--- src/rtl/seg_scan_ctrl_pkg.sv ---
// Package seg_pkg: types and constants shared by the 7-segment scan controller.
//   scan_state_t : scan FSM states
//   SEG_BLANK    : all segments off (active-low)
//   AN_OFF       : all digit enables off (active-low), sliced to N_DIGITS by users
package seg_pkg;

  typedef enum logic [1:0] {
    IDLE,
    GUARD,
    SHOW
  } scan_state_t;

  localparam logic [6:0] SEG_BLANK  = 7'h7F;
  localparam int         MAX_DIGITS = 8;
  localparam logic [MAX_DIGITS-1:0] AN_OFF = '1;

endpackage

--- src/rtl/seg_scan_ctrl_hexdigit.sv ---
// hexdigit: nibble to 7-segment decoder, segments {g..a}, active-low.
// Only 0-9 light up; A-F render blank.
// Ports:
//   nib : input  [3:0] value to display
//   seg : output [6:0] segment pattern, active-low
module hexdigit
  import seg_pkg::*;
(
  input  logic [3:0] nib,
  output logic [6:0] seg
);

  always_comb begin
    seg = SEG_BLANK;
    case (nib)
      4'h0: seg = 7'h40;
      4'h1: seg = 7'h79;
      4'h2: seg = 7'h24;
      4'h3: seg = 7'h30;
      4'h4: seg = 7'h19;
      4'h5: seg = 7'h12;
      4'h6: seg = 7'h02;
      4'h7: seg = 7'h78;
      4'h8: seg = 7'h00;
      4'h9: seg = 7'h10;
      default: seg = SEG_BLANK;
    endcase
  end

endmodule

--- src/rtl/seg_scan_ctrl.sv ---
// seg_scan_ctrl: time-multiplexed scan controller for an N-digit common-anode
// 7-segment display with a single shared hexdigit decoder.
// New words arrive via valid/ready into a pending buffer and are committed to
// the display register only at frame start (digit 0 entering its dwell).
// Optional macro SEG_LZ_BLANK_EN: blank leading zeros (digit 0 always shown).
// Ports:
//   clk, rst_n  : clock, asynchronous active-low reset
//   en          : scan enable (0 = dark, scan restarts from digit 0)
//   load_valid  : load_data valid
//   load_ready  : pending buffer free
//   load_data   : nibble i drives digit i (digit 0 rightmost)
//   seg_out     : segments {g..a}, active-low, registered
//   an_out      : digit enables, active-low, registered, at most one low
//   frame_sync  : one-cycle pulse when digit 0 begins its dwell
module seg_scan_ctrl
  import seg_pkg::*;
#(
  parameter int N_DIGITS  = 4,
  parameter int TICK_DIV  = 50000,
  parameter int DWELL     = 1,
  parameter int GUARD_CYC = 8
) (
  input  logic                  clk,
  input  logic                  rst_n,
  input  logic                  en,
  input  logic                  load_valid,
  output logic                  load_ready,
  input  logic [4*N_DIGITS-1:0] load_data,
  output logic [6:0]            seg_out,
  output logic [N_DIGITS-1:0]   an_out,
  output logic                  frame_sync
);

  localparam int IDX_W = $clog2(N_DIGITS);
  localparam int P_W   = $clog2(TICK_DIV);
  localparam int D_W   = $clog2(DWELL + 1);
  localparam int G_W   = $clog2(GUARD_CYC + 1);

  localparam logic [IDX_W-1:0]    IDX_LAST   = IDX_W'(N_DIGITS - 1);
  localparam logic [P_W-1:0]      P_LAST     = P_W'(TICK_DIV - 1);
  localparam logic [D_W-1:0]      D_LAST     = D_W'(DWELL - 1);
  localparam logic [G_W-1:0]      G_LAST     = G_W'(GUARD_CYC - 1);
  localparam logic [N_DIGITS-1:0] AN_ALL_OFF = AN_OFF[N_DIGITS-1:0];

  scan_state_t           state, state_nx;
  logic [IDX_W-1:0]      idx, idx_nx;
  logic [P_W-1:0]        presc, presc_nx;
  logic [D_W-1:0]        dcnt, dcnt_nx;
  logic [G_W-1:0]        gcnt, gcnt_nx;
  logic [4*N_DIGITS-1:0] display, display_nx;
  logic [4*N_DIGITS-1:0] pending;
  logic                  pending_full;
  logic                  commit, accept;
  logic [3:0]            nib;
  logic [6:0]            dec_seg, seg_nx;
  logic [N_DIGITS-1:0]   an_nx;
  logic                  blank, lit;

  assign load_ready = ~pending_full;
  assign accept     = load_valid & ~pending_full;
  // Only a full buffer replaces the display; an empty one leaves it as is.
  assign display_nx = (commit && pending_full) ? pending : display;

  // Next-state: prescaler, dwell and guard counters, digit index.
  always_comb begin
    state_nx = state;
    idx_nx   = idx;
    presc_nx = presc;
    dcnt_nx  = dcnt;
    gcnt_nx  = gcnt;
    commit   = 1'b0;
    if (!en) begin
      state_nx = IDLE;
      idx_nx   = '0;
      presc_nx = '0;
      dcnt_nx  = '0;
      gcnt_nx  = '0;
    end else begin
      case (state)
        IDLE: begin
          state_nx = GUARD;
          gcnt_nx  = '0;
        end
        GUARD: begin
          if (gcnt == G_LAST) begin
            state_nx = SHOW;
            presc_nx = '0;
            dcnt_nx  = '0;
            commit   = (idx == '0);
          end else begin
            gcnt_nx = gcnt + 1'b1;
          end
        end
        SHOW: begin
          if (presc == P_LAST) begin
            presc_nx = '0;
            if (dcnt == D_LAST) begin
              state_nx = GUARD;
              gcnt_nx  = '0;
              idx_nx   = (idx == IDX_LAST) ? '0 : idx + 1'b1;
            end else begin
              dcnt_nx = dcnt + 1'b1;
            end
          end else begin
            presc_nx = presc + 1'b1;
          end
        end
        default: state_nx = IDLE;
      endcase
    end
  end

  // Outputs are decoded from next-state values so the registered seg/an
  // track the state register exactly.
  always_comb begin
    nib = 4'h0;
    for (int i = 0; i < N_DIGITS; i++) begin
      if (idx_nx == IDX_W'(i)) nib = display_nx[4*i +: 4];
    end
  end

  hexdigit u_dec (
    .nib (nib),
    .seg (dec_seg)
  );

  always_comb begin
    blank = 1'b0;
`ifdef SEG_LZ_BLANK_EN
    // Blank when this digit and every more-significant digit are zero.
    blank = (idx_nx != '0);
    for (int i = 0; i < N_DIGITS; i++) begin
      if ((IDX_W'(i) >= idx_nx) && (display_nx[4*i +: 4] != 4'h0)) blank = 1'b0;
    end
`endif
    lit    = (state_nx == SHOW) && !blank;
    seg_nx = lit ? dec_seg : SEG_BLANK;
    an_nx  = AN_ALL_OFF;
    for (int i = 0; i < N_DIGITS; i++) begin
      if (lit && (idx_nx == IDX_W'(i))) an_nx[i] = 1'b0;
    end
  end

  always_ff @(posedge clk or negedge rst_n) begin
    if (!rst_n) begin
      state        <= IDLE;
      idx          <= '0;
      presc        <= '0;
      dcnt         <= '0;
      gcnt         <= '0;
      display      <= '0;
      pending_full <= 1'b0;
      seg_out      <= SEG_BLANK;
      an_out       <= AN_ALL_OFF;
      frame_sync   <= 1'b0;
    end else begin
      state      <= state_nx;
      idx        <= idx_nx;
      presc      <= presc_nx;
      dcnt       <= dcnt_nx;
      gcnt       <= gcnt_nx;
      display    <= display_nx;
      seg_out    <= seg_nx;
      an_out     <= an_nx;
      frame_sync <= commit;
      // accept needs an empty buffer, so it never collides with a commit.
      if (accept)                      pending_full <= 1'b1;
      else if (commit && pending_full) pending_full <= 1'b0;
    end
  end

  // Pending word holds data only; validity lives in pending_full.
  always_ff @(posedge clk) begin
    if (accept) pending <= load_data;
  end

endmodule

--- config.mk ---
export PLATFORM = sky130hd
export DESIGN_NAME = seg_scan_ctrl
export DESIGN_NICKNAME = d
export VERILOG_FILES = /design/src/rtl/seg_scan_ctrl_pkg.sv /design/src/rtl/seg_scan_ctrl_hexdigit.sv /design/src/rtl/seg_scan_ctrl.sv
export SDC_FILE = /design/constraint.sdc
export NUM_CORES = 1
export LEC_CHECK = 0
export ABC_AREA = 1
export BUFFER_PORTS_ARGS = -buffer_cell sky130_fd_sc_hd__buf_2
export CORE_UTILIZATION = 35
export DETAILED_ROUTE_END_ITERATION = 8
export PLACE_DENSITY = 0.53
export SETUP_SLACK_MARGIN = 0.1
export SLEW_MARGIN = 20
export SYNTH_ARGS = -nofsm -noshare
export SYNTH_HDL_FRONTEND = slang
export SYNTH_SLANG_ARGS = --single-unit
--- constraint.sdc ---
create_clock -name clk -period 2.51 [get_ports clk]
set_input_delay 0.502 -clock clk [delete_from_list [all_inputs] [get_ports clk]]
set_output_delay 0.502 -clock clk [all_outputs]
set_load 0.02 [all_outputs]
-- Yosys cells after proc, flatten, opt, wreduce, memory -nomap -nowiden
Memory sizes are Yosys's and may differ from the RTL's.
Cells that the tools add are included.
W data, S select, Z words.
- bits in registers: 70
- ROM bits: 112
- output and inout bits: 13
- logic and storage cells: 84
- memories kept: 1
- add/subtract/negate cells: 4
- equal/unequal tests: 15
- multiplexer cells: 39
- bitwise logic cells: 2
- reduce and logical (&&, ||, !) cells: 12
- memory list (name ; words ; bits a word ; rd ports ; clocked after memory_dff ; write ports ; line ; source):
    (no name shown) ; 16 ; 7 ; 1 ; 0 ; 0 ; seg_scan_ctrl_hexdigit.sv:15 ; case (nib)
- operator list (operator ; number):
    $mux W16 ; 4
    $mux W4 ; 8
    $pmux W16 S2 ; 1
    $mux W2 ; 9
    $add A16 B1 Y16 const B ; 1
    $eq A16 B16 Y1 const B ; 1
    $mux W1 ; 13
    $ne A3 B3 Y1 const B ; 4
    $pmux W4 S3 ; 1
    $eq A2 B2 Y1 const B ; 5
    $mux W7 ; 1
    $logic_not A2 Y1 ; 3
    $pmux W2 S3 ; 1
    $logic_and A1 B1 Y1 ; 5
    $add A4 B1 Y4 const B ; 1
    $eq A2 B1 Y1 const B ; 2
    $eq A4 B3 Y1 const B ; 1
    $ne A4 B1 Y1 const B ; 1
    $reduce_and A4 Y1 ; 1
    $ne A3 B1 Y1 const B ; 1
    $reduce_and A3 Y1 ; 1
    $add A2 B1 Y2 const B ; 1
    $pmux W1 S2 ; 1
    $reduce_and A2 Y1 ; 1
    4 further kinds ; 4

-- Longest topological paths before layout
An unclocked memory read counts as a cell.
- depth after elaboration: 13
- mapped depth: 18

-- By module
From an unflattened synthesis, not the netlist that was laid out.
- cells, all modules: 373
- area total of the unflattened synthesis: 3335.7 um2
- by module, submodules not included (module ; instances ; cells each ; area each (um2)):
    seg_scan_ctrl ; 1 ; 338 ; 3148.0
    hexdigit ; 1 ; 35 ; 187.7

-- Least setup slack after synthesis
OpenSTA, ideal clock, no wires.
- path kind: register to register
- start point: reg state[1]
- end point: reg seg_out[0]
- arrival: 2.188 ns
- required time: 2.416 ns
- slack: 0.228 ns
- stages on the path, launching flop included: 17
- path buffers: 1
- period minus slack after synthesis: 2.282 ns
- path through: dfrtp_1 inv_1 ha_1 nand2_2 nor2_4 nand3_4 buf_6 mux2_4 nand2_1 nand3_2 nor2_4 inv_1 ha_1 inv_1 nand3_1 nand3_1 nand3_1
- elaborated cells on any way between the ends: 25
- RTL lines (what ; line ; source):
    start, declared ; seg_scan_ctrl.sv:45 ; scan_state_t state, state_nx;
    start signal, assigned ; seg_scan_ctrl.sv:157 ; state <= state_nx;
    $eq A2 B1 Y1 ; seg_scan_ctrl.sv:79 ; case (state)
    $mux W1 ; seg_scan_ctrl.sv:79 ;
    $mux W1 ; seg_scan_ctrl.sv:72 ; if (!en) begin
    $logic_and A1 B1 Y1 ; seg_scan_ctrl.sv:62 ; assign display_nx = (commit && pending_full) ? pending : display;
    $mux W16 ; seg_scan_ctrl.sv:62 ;
    via display_nx[4] ; seg_scan_ctrl.sv:50 ; logic [4*N_DIGITS-1:0] display, display_nx;
    $mux W4 (3 in a row) ; seg_scan_ctrl.sv:118 ; if (idx_nx == IDX_W'(i)) nib = display_nx[4*i +: 4];
    $mem_v2 Z16 W7 ; n/a ;
    $mux W7 ; seg_scan_ctrl.sv:137 ; seg_nx = lit ? dec_seg : SEG_BLANK;
    via seg_nx[0] ; seg_scan_ctrl.sv:55 ; logic [6:0] dec_seg, seg_nx;
    end signal, assigned ; seg_scan_ctrl.sv:163 ; seg_out <= seg_nx;
    end, declared ; seg_scan_ctrl.sv:29 ; output logic [6:0] seg_out,
The timed path passes the listed nets, and every way through them passes these cells.
A chain may end at the register's enable or synchronous reset.

-- Worst setup path in the final report
- start point: reg state[1]
- end point: reg seg_out[3]
Same word-level chain as after synthesis.

==> results.yml <==
outcome:
  status: "finished clean"
final_layout:
  drive_above_1_share_pct: 35.2
  final_cell_mix: "inv_1 (60), nand2_1 (50), dfrtp_1 (42)"
  fin_cells: 564
  antenna_cells: 0
  final_common_cell: "inv_1"
  fin_util_pct: 46.1
  fillCellCount: 932
  fin_nets: 463
  areaGrowthSynthToFinish_pct: 25.2
worst_setup_path:
  path_class: "flop to flop"
  worst_setup_path_end_kind: "flop"
  cp.arrival_ns: 2.58
  cp.required_ns: 2.77
  start_kind: "flop"
  worst-path-max-fanout: 6
  r2r_slack_ns: 0.19
timing:
  setup_tns_ns: 0
  worst-slew-pin-transition_ns: 0.595
  timing.fmax_mhz: 432
  fin_skew_ns: 0.00609
  finalCritPeriodShare_pct: 92.3
  setup_ws_ns: 0.193
  slew_violations: 0
  period_needed_ns: 2.32
  setup_viol: 0
  slew_headroom_pct: 60.4
  finalHoldViolations: 0
  rsz0062_at_grt: "yes"
placement:
  dpl.hpwl_um: 4830
  pre_cts_slack_ns: 0.0648
  dp_cells: 533
  gp_congestion: 0.822
  portBuffers: 32
yosys:
  syn_inst: 363
  synth.distinct_cells: 36
  synth.area.top_cells: "dfrtp_1 (30%), edfxtp_1 (14%), dfstp_2 (8.4%)"
  synth_top_area_cell: "dfrtp_1"
  yosysWarnings: 0
  yosysSeqAreaShare_pct: 52.8
  syn_nets: 396
  synth_area_um2: 3450
  yosysTopAreaCellShare_pct: 30.5
  avgSynthCellArea_um2: 9.50
  ys_ff_latch: 69
route:
  dr.pass1.iters: 4
  drt_iter0_markers: 104
  post_drt_wl_per_cell_um: 12.4
  wl_um: 7000
  num_vias: 2629
  drc: 0
  antenna_left: 0
  avgViaCountPerCell: 4.66
clocking:
  hold_buffers: 0
  cts_tree: "yes"
  clock-sinks: 69
  clkTransAtPathRegs_ns: 0.07
  clockRootBuffer: "clkbuf_8"
  clock_path_buffers: 2
  clk_latency_ns: 0.33
  tritoncts.num_buffers: 9
  h-tree-depth: 3
power:
  power.leakage_nw: 2.06
  p_seq_share_pct: 54.7
  internal_power_mw: 1.64
  p_clk_share_pct: 41.5
  combPwrFrac_pct: 3.9
  p_sw_share_pct: 22.3
  power_per_cell_area_nw_per_um2: 489
  ir_drop_uv: 303
  p_sw_mw: 0.470
floorplanning:
  die_w_um: 101
  core.rowCount: 35
  core_region_area_um2: 9370
  fp.dieH_um: 101
  die_area_um2: 10300
  io_pins: 33
  initial_utilization_pct: 36.8
grt:
  grt_pass1_wl_um: 11000
  grt_pass1_vias: 2378
  grt-ovfl-total: 0
  antenna_found_initial: 0
  grt_usage_pct: 13.9
  grt_max_degree: 29
min_path:
  min_path_type: "primary input to asynchronous set/reset pin"
flow_run:
  maxCapViolations: 0
path summary, 6_finish.rpt:
| kind | startpoint | endpoint | cells past startpoint |
|---|---|---|---|
| worst max-delay path | state[1] | seg_out[3] | 15 |
| worst min-delay path | rst_n | presc[6] | 1 |
| worst max register to register | state[1] | seg_out[3] | 15 |
| worst min register to register | presc[15] | presc[15] | 1 |
| max in group asynchronous | rst_n | display[7] | 2 |
| min in group clk | load_data[3] | pending[3] | 1 |
registers in the layout, summed over array words and instances (netlist names), 2 cells and up:
register / count
presc: 16
an_out: 4
state: 2
display: 16
seg_out: 7
pending: 16
gcnt: 4
idx: 2
cell families after synthesis:
group / count (synthesis) / share of synthesized area [%]
flops: 69 / 52.8
simple gates: 153 / 23.8
buf+inv: 74 / 8.92
mux: 2 / 0.871
fa+ha+maj: 13 / 4.72
compound gates: 52 / 8.92
worst max-delay path, cell delays in order, from the launching register on:
cell and delay, ns:
dfrtp_1 0.43, inv_2 0.10, ha_4 0.15, nand2_4 0.06
nor2_4 0.18, nand3_4 0.14, mux2_4 0.36, nand2_4 0.07
nand3_4 0.07, nor2_4 0.16, inv_2 0.06, ha_1 0.17
inv_1 0.06, nand3_2 0.08, nand3_1 0.08, nand3_1 0.07
routing by layer:
layer	part of all wire [%]	up-vias	GRT usage (%)
met5	0	-	0
met4	1.5	0	4.68
met3	3.1	11	3.38
met2	46	44	21.9
met1	50	1244	18.6
li1	-	1330	-
final cells by class:
type                    count  area [µm²]  area share, %
inverters                  69         259           5.99
flip-flops and latches     69        1820           42.1
multi-input cells         223        1520           35.2
well taps                 129         161           3.74
repair buffers             58         368           8.51
clock buffers              10         128           2.95
clock inverters             6        62.6           1.45
cell usage after synthesis, drive strengths merged:
cell,n
a211oi,1
a21boi,1
a21oi,15
a31oi,4
buf,4
clkbuf,1
clkinv,1
dfrtp,42
dfstp,11
edfxtp,16
ha,13
inv,68
mux2,2
nand2,60
nand3,43
nand4,6
nor2,30
nor3,11
nor3b,2
o211ai,1
o21a,2
o21ai,24
o21bai,2
o22ai,2
or2,1
power groups by stage:
stage / Combinational (mW) / Clock (mW) / Sequential [mW]
global route: 0.0937 / 0.955 / 1.15
CTS: 0.0729 / 0.914 / 1.15
floorplan: 0.0261 / 0 / 1.18
global placement: 0.0714 / 0 / 1.18
detailed placement: 0.0725 / 0 / 1.18
finish: 0.0817 / 0.875 / 1.15
through the flow:
| stage | total power, mW | hold slack (ns) | cell area (µm²) |
|---|---|---|---|
| detailed placement | 1.25 | 0.462 | 3840 |
| global route | 2.20 | 0.193 | 4320 |
| global placement | 1.25 | 0.454 | 3840 |
| floorplan | 1.20 | 0.206 | 3450 |
| CTS | 2.14 | 0.165 | 4050 |
| finish | 2.11 | 0.163 | 4320 |
what timing repair did:
action / CTS / global route
endpoints found under the setup margin: 5 / 10
gates resized for setup: 1 / 38
setup buffers: 0 / 12
pin swaps: 0 / 15
gates cloned: 1 / 2
Note: power is estimated with default switching activity, not from simulation.
